**src/rtl/db_scan_ctrl_if.sv**
```systemverilog
// Switch-side and user-side signal bundle of the debounce scheduler.
// slave: the scheduler itself; master: whoever drives switches and consumes levels.
interface db_scan_ctrl_if #(
    parameter int NCH = 4
);
    logic [NCH-1:0] sw_i;       // raw asynchronous switch levels
    logic [NCH-1:0] en_i;       // per-channel enable, 0 freezes the channel
    logic [NCH-1:0] db_o;       // debounced levels
    logic [NCH-1:0] press_o;    // one-cycle pulse on db 0->1
    logic [NCH-1:0] release_o;  // one-cycle pulse on db 1->0
    logic           m_tick_o;   // one-cycle prescaler tick

    modport master (
        output sw_i,
        output en_i,
        input  db_o,
        input  press_o,
        input  release_o,
        input  m_tick_o
    );

    modport slave (
        input  sw_i,
        input  en_i,
        output db_o,
        output press_o,
        output release_o,
        output m_tick_o
    );
endinterface

```
**src/rtl/db_scan_ctrl.sv**
```systemverilog
// Multi-channel debounce scheduler: one shared tick prescaler and one evaluation
// slot visited round-robin, replacing a private counter/FSM per switch.
module db_scan_ctrl #(
    parameter int NCH   = 4,
    parameter int N     = 19,
    parameter int NSAMP = 3
) (
    input  logic          clk,
    input  logic          reset,
    db_scan_ctrl_if.slave bus
);
    localparam int PW = (NCH > 1) ? $clog2(NCH) : 1;
    localparam int CW = $clog2(NSAMP + 1);

    logic [NCH-1:0] sync1_q;
    logic [NCH-1:0] sync2_q;
    logic [N-1:0]   presc_q, presc_d;
    logic           tick_q, tick_d;
    logic [PW-1:0]  ptr_q, ptr_d;
    logic [NCH-1:0] pend_q, pend_d;
    logic [CW-1:0]  cnt_q [NCH];
    logic [CW-1:0]  cnt_d [NCH];
    logic [NCH-1:0] db_q, db_d;
    logic [NCH-1:0] press_q, press_d;
    logic [NCH-1:0] rel_q, rel_d;

    always_comb begin
        presc_d = presc_q + 1'b1;
        tick_d  = (presc_q == '1);
        ptr_d   = (ptr_q == PW'(NCH - 1)) ? '0 : ptr_q + 1'b1;
        cnt_d   = cnt_q;
        db_d    = db_q;
        press_d = '0;
        rel_d   = '0;
        pend_d  = '0;
        for (int i = 0; i < NCH; i++) begin
            // A tick landing on the very cycle a channel is visited survives to its next visit.
            pend_d[i] = (pend_q[i] & (ptr_q != PW'(i))) | tick_q;
            if (ptr_q == PW'(i)) begin
                if (!bus.en_i[i]) begin
                    cnt_d[i] = '0;
                end else if (sync2_q[i] == db_q[i]) begin
                    cnt_d[i] = '0;
                end else if (pend_q[i]) begin
                    if (cnt_q[i] == CW'(NSAMP - 1)) begin
                        db_d[i]    = ~db_q[i];
                        cnt_d[i]   = '0;
                        press_d[i] = ~db_q[i];
                        rel_d[i]   = db_q[i];
                    end else begin
                        cnt_d[i] = cnt_q[i] + 1'b1;
                    end
                end
            end
        end
    end

    always_ff @(posedge clk) begin
        if (reset) begin
            sync1_q <= '0;
            sync2_q <= '0;
            presc_q <= '0;
            tick_q  <= 1'b0;
            ptr_q   <= '0;
            pend_q  <= '0;
            db_q    <= '0;
            press_q <= '0;
            rel_q   <= '0;
            for (int i = 0; i < NCH; i++) cnt_q[i] <= '0;
        end else begin
            sync1_q <= bus.sw_i;
            sync2_q <= sync1_q;
            presc_q <= presc_d;
            tick_q  <= tick_d;
            ptr_q   <= ptr_d;
            pend_q  <= pend_d;
            db_q    <= db_d;
            press_q <= press_d;
            rel_q   <= rel_d;
            cnt_q   <= cnt_d;
        end
    end

    assign bus.db_o      = db_q;
    assign bus.press_o   = press_q;
    assign bus.release_o = rel_q;
    assign bus.m_tick_o  = tick_q;
endmodule
```
**src/flat_wrapper.sv**
```systemverilog
// flat-port wrapper written by rule: the top's interface ports become plain ports
module db_scan_ctrl_flat 
#(
    parameter int NCH   = 4,
    parameter int N     = 19,
    parameter int NSAMP = 3
)
  (clk, reset, bus_sw_i, bus_en_i, bus_db_o, bus_press_o, bus_release_o, bus_m_tick_o);
  db_scan_ctrl_if #(.NCH(NCH)) bus_i ();
  input  logic clk;
  input  logic reset;
  input wire logic [$bits(bus_i.sw_i)-1:0] bus_sw_i;
  input wire logic [$bits(bus_i.en_i)-1:0] bus_en_i;
  output wire logic [$bits(bus_i.db_o)-1:0] bus_db_o;
  output wire logic [$bits(bus_i.press_o)-1:0] bus_press_o;
  output wire logic [$bits(bus_i.release_o)-1:0] bus_release_o;
  output wire logic [$bits(bus_i.m_tick_o)-1:0] bus_m_tick_o;
  assign bus_i.sw_i = bus_sw_i;
  assign bus_i.en_i = bus_en_i;
  assign bus_db_o = bus_i.db_o;
  assign bus_press_o = bus_i.press_o;
  assign bus_release_o = bus_i.release_o;
  assign bus_m_tick_o = bus_i.m_tick_o;
  db_scan_ctrl #(.NCH(NCH), .N(N), .NSAMP(NSAMP)) u_core (.clk(clk), .reset(reset), .bus(bus_i));
endmodule
```
**config.mk**
```make
export PLATFORM = sky130hd
export DESIGN_NAME = db_scan_ctrl_flat
export DESIGN_NICKNAME = d
export VERILOG_FILES = /design/src/rtl/db_scan_ctrl_if.sv /design/src/rtl/db_scan_ctrl.sv /design/src/flat_wrapper.sv
export SDC_FILE = /design/constraint.sdc
export NUM_CORES = 1
export LEC_CHECK = 0
export CORE_ASPECT_RATIO = 0.8
export CORE_MARGIN = 10
export CORE_UTILIZATION = 50
export CTS_CLUSTER_DIAMETER = 120
export DETAILED_ROUTE_END_ITERATION = 6
export PLACE_DENSITY = 0.79
export SYNTH_ARGS = -nofsm -noshare
export SYNTH_HDL_FRONTEND = slang
export SYNTH_SLANG_ARGS = --single-unit
```
**constraint.sdc**
```tcl
create_clock -name clk -period 1.7 [get_ports clk]
set_input_delay 0.17 -clock clk [delete_from_list [all_inputs] [get_ports clk]]
set_output_delay 0.17 -clock clk [all_outputs]
set_load 0.03 [all_outputs]
```
# Word-level counts from Yosys, hierarchy flattened
# Index checks and enable logic that the tools add are counted.
[totals]
register_bits = 54
inputBits = 10
[op_classes]
n_reduce_logical = 15
n_eq_ne = 19
mux = 16
bitwise = 32
addsub = 6
[op_table]
columns = ["op", "count"]
rows = [
  ["$mux 2", 16],
  ["$not 1->1", 24],
  ["$reduce_or 6->1", 4],
  ["$reduce_and 5->1", 4],
  ["$add 19x1->19 const B", 1],
  ["$eq 19x19->1 const B", 1],
  ["$eq 2x2->1 const B", 6],
  ["$ne 3x1->1 const B", 4],
  ["$add 2x1->2 const B", 5],
  ["$reduce_and 2->1", 4],
  ["$and 1x1->1", 4],
  ["$eq 1x1->1", 4],
  ["$ne 2x2->1 const B", 2],
  ["$or 1x1->1", 4],
  ["$eq 2x1->1 const B", 1],
  ["$logic_not 2->1", 1],
  ["$ne 2x1->1 const B", 1],
  ["$reduce_bool 2->1", 1],
  ["$reduce_or 2->1", 1],
]

# Longest topological paths before layout
[depth]
depth_word = 5
depth_mapped = 6
mapped_depth_nobuf = 6

# Worst setup path after synthesis
# No wires, ideal clock.
[synth_timing]
kind = "reg-to-reg"
startpoint = "register u_core.ptr_q[0]"
endpoint = "register u_core.db_q[0] (netlist: u_core.bus.db_o[0])"
arrival_ps = 1483
setup_ps = 128
synth_period_minus_slack_ps = 1610
t_required_ps = 1572
setup_slack_ps = 90
path_buffers = 0
path_stages_with_launch = 7
path_cell_list = "dfxtp_1 > inv_1 > ha_1 > nand2_1 > or4b_2 > mux2i_1 > nor2_1"
[synth_between]
elab_chain_len = 2
[synth_lines]
columns = ["element", "line_no", "rtl"]
rows = [
  ["start: declaration", "db_scan_ctrl.sv:19", "logic [PW-1:0] ptr_q, ptr_d;"],
  ["start signal: assignment", "db_scan_ctrl.sv:75", "ptr_q <= ptr_d;"],
  ["$logic_not 2->1", "db_scan_ctrl.sv:39", "if (ptr_q == PW'(i)) begin"],
  ["$reduce_and 5->1 (no line)", "-", ""],
  ["end signal: assignment", "db_scan_ctrl.sv:66", "db_q <= '0;"],
  ["end signal: assignment", "db_scan_ctrl.sv:77", "db_q <= db_d;"],
  ["end: declaration", "db_scan_ctrl.sv:23", "logic [NCH-1:0] db_q, db_d;"],
]
# No other way between the ends.
# A chain may end at the register's enable or synchronous reset.

# Worst setup path after layout
[layout_timing]
startpoint = "register u_core.tick_q (netlist: u_core.bus.m_tick_o)"
endpoint = "output bus_m_tick_o"
[layout_rtl]
columns = ["element", "line_no", "rtl"]
rows = [
  ["start: declaration", "db_scan_ctrl.sv:18", "logic tick_q, tick_d;"],
  ["start signal: assignment", "db_scan_ctrl.sv:74", "tick_q <= tick_d;"],
  ["end: declaration", "flat_wrapper.sv:17", "output wire logic [$bits(bus_i.m_tick_o)-1:0] bus_m_tick_o;"],
]
# No word-level cell between the ends.

==> reports/metrics.yaml <==
clocking:
  root_buffer: "clkbuf_8"
  hold_buffers: 0
  cts_tree: "built"
  cts.htree.levels: 2
  insertion_delay_ns: 0.30
  clk_transition_reported_paths_ns: 0.09
  cts_sinks: 54
  cts_buffer_depth: 2
  numCtsBuffers: 5
place:
  portBuffers: 22
  place_hpwl_um: 2660
  gp_congestion: 0.752
  dp_slack_ns: 0.0238
  dp_cells: 305
setup_path:
  cp_top_family: "buffers and inverters"
  path_buf_inv: 1
  required_ns: 1.53
  arrival_ns: 1.45
  path_cells: "clkdlybuf4s50_1"
  critPathKind: "register to output port"
  slowest_stage: "clkdlybuf4s50_1"
  critPathCaptureType: "output port"
  path_max_fanout: 5
  startpoint_type: "register"
  max_stage_delay_ns: 0.71
outcome:
  run_status: "finished clean"
drt:
  finalWirelength_um: 3670
  detail-route-antenna-nets: 0
  first_iter_violations: 85
  viasPerCell: 4.96
  wl_per_cell_um: 11.7
  dr.pass1.iters: 4
  via_count: 1551
  drc: 0
synth:
  syn_area_sq_um: 2170
  ys_ff_latch: 54
  synth_edf_count: 0
  seq_area_frac_synth_pct: 49.9
  synth_flop_cell: "dfxtp_1"
  async_reset_ff_share_pct: 0
  syn_area_per_cell_sq_um: 9.71
  syn_inst: 223
  synth.distinct_cells: 39
  yosys_warnings: 0
  synth_nets: 238
layout:
  n_antenna_cell: 0
  drive_gt1_share_pct: 13.3
  num-nets-final: 270
  areaGrowthSynthToFinish_pct: 20.8
  fin_cells: 313
  nFillCells: 330
grt:
  grtUsageTotal_pct: 10.4
  grt_max_degree: 30
  grt_pass1_wl_um: 6390
  grt_overflow_total: 0
  antenna_found_initial: 0
  grt_pass1_vias: 1506
timing:
  setup_violations: 0
  setup_tns_ns: 0
  fmax_ghz: 0.616
  worst-slew-pin-transition_ns: 0.462
  rsz0062_at_grt: "false"
  finalMaxSlewViolations: 0
  post-route-min-period_ns: 1.62
  setup_ws_ns: 0.0768
  slew_headroom_pct: 69.2
  fin_skew_ns: 0.00665
  finalCritPeriodShare_pct: 95.5
  whs_ns: 0.298
  finalHoldViolCount: 0
die:
  ios: 23
  die_h_um: 78.9
  die_w_um: 93.6
  core-area_sq_um: 4180
  core.rowCount: 21
  start_util_pct: 51.8
  dieArea_sq_um: 7380
pwr:
  peakVddDrop_uv: 586
  p_leak_uw: 0.000990
  power_density_nw_per_um2: 866
worst_hold_path:
  hold_path.class: "input port to register"
run:
  drv_cap: 0
## Yosys cell counts (3+ instances only)
| master | count | share of area [%] |
|---|---|---|
| dfxtp_1 | 54 | 50 |
| nor2_1 | 24 | 4.2 |
| nand2_1 | 14 | 2.4 |
| inv_1 | 13 | 2.3 |
| nor2b_1 | 11 | 3.2 |
| xor2_1 | 8 | 3.2 |
| a21oi_1 | 7 | 1.6 |
| nor3_1 | 7 | 1.6 |
| xnor2_1 | 7 | 2.8 |
| nand2b_1 | 6 | 1.7 |
| nand3_1 | 6 | 1.4 |
| ha_1 | 5 | 2.9 |
| mux2i_1 | 5 | 2.3 |
| or2_2 | 5 | 1.4 |
| clkbuf_1 | 4 | 0.69 |
| nor4b_1 | 4 | 1.6 |
| o21a_1 | 4 | 1.4 |
| o22ai_1 | 4 | 1.2 |
| o32ai_1 | 4 | 1.6 |
| or3_1 | 4 | 1.2 |
| nor4_1 | 3 | 0.87 |
## kinds of logic (layout without fill, tap and decap cells)
logic type,after synthesis,count (layout),share of synthesized area [%]
fa+ha+maj,5,5,2.89
compound gates,22,22,6.82
simple gates,101,101,27.5
buf+inv,19,52,3.29
flops,54,54,49.9
mux,7,7,3.52
xor+xnor,15,15,6.07
## area by class of cell
cell class / instances / area, sq um / share of cell area (%)
multi-input cells: 150 / 1020 / 39.1
clock inverters: 3 / 40.0 / 1.53
flip-flops and latches: 54 / 1080 / 41.3
well taps: 57 / 71.3 / 2.73
inverters: 13 / 48.8 / 1.87
repair buffers: 31 / 283 / 10.8
clock buffers: 5 / 68.8 / 2.63
## worst paths after layout
check	startpoint	to	slack (ns)	cells after the start
max	u_core.bus.m_tick_o$_SDFF_PP0_	bus_m_tick_o	0.08	1
min	reset	u_core.pend_q[3]$_SDFF_PP0_	0.30	2
max reg2reg	u_core.ptr_q[0]$_SDFF_PP0_	u_core.bus.press_o[3]$_SDFF_PP0_	0.08	5
min reg2reg	u_core.sync1_q[3]$_SDFF_PP0_	u_core.sync2_q[3]$_SDFF_PP0_	0.45	1
## per-layer routing
metal  track usage [%]  routed length [um]  up-vias
met5                 0                   0        -
met4              4.09                  39        0
met3              3.85                 167        5
met2              16.3                1650       16
met1              12.6                1810      708
li1                  -                   -      822
## layout by cell type, fill, tap and decap left out, drive strengths merged, types with 3 or more instances in the layout
| master | n |
|---|---|
| dfxtp | 54 |
| nor2 | 24 |
| clkdlybuf4s50 | 21 |
| nand2 | 14 |
| inv | 13 |
| nor2b | 11 |
| buf | 10 |
| xor2 | 8 |
| nand3 | 8 |
| a21oi | 7 |
| nor3 | 7 |
| xnor2 | 7 |
| nand2b | 6 |
| or2 | 5 |
| mux2i | 5 |
| ha | 5 |
| clkbuf | 5 |
| or3 | 5 |
| o21a | 4 |
| o22ai | 4 |
| o32ai | 4 |
| nor4b | 4 |
| nor4 | 4 |
| nand4 | 3 |
## registers in the layout, indices dropped and copies added (netlist names)
name                  flops
u_core.presc_q           19
u_core.cnt_q              8
u_core.bus.db_o           4
u_core.bus.press_o        4
u_core.bus.release_o      4
u_core.pend_q             4
u_core.sync1_q            4
u_core.sync2_q            4
u_core.ptr_q              2
u_core.bus.m_tick_o       1
## through the flow
step                instance area, sq um  utilization (%)  power, uW
finish                              2620             62.6       2270
detailed placement                  2500             59.8       1470
global placement                    2500             59.8       1470
global route                        2620             62.6       2360
floorplan                           2170                -       1410
CTS                                 2610             62.5       2290
## power by group
part / switching [uW] / internal [uW]
Clock: 392 / 434
Combinational: 68.6 / 73.0
Sequential: 14.2 / 1280
Total: 475 / 1790
## what timing repair did
| action | in CTS | in global routing |
|---|---|---|
| resized for setup | 1 | 1 |
| endpoints found under the setup margin | 2 | 1 |
| setup buffers | 0 | 0 |
| pin swaps | 0 | 0 |
No activity file was read; power rests on OpenSTA's default activity.
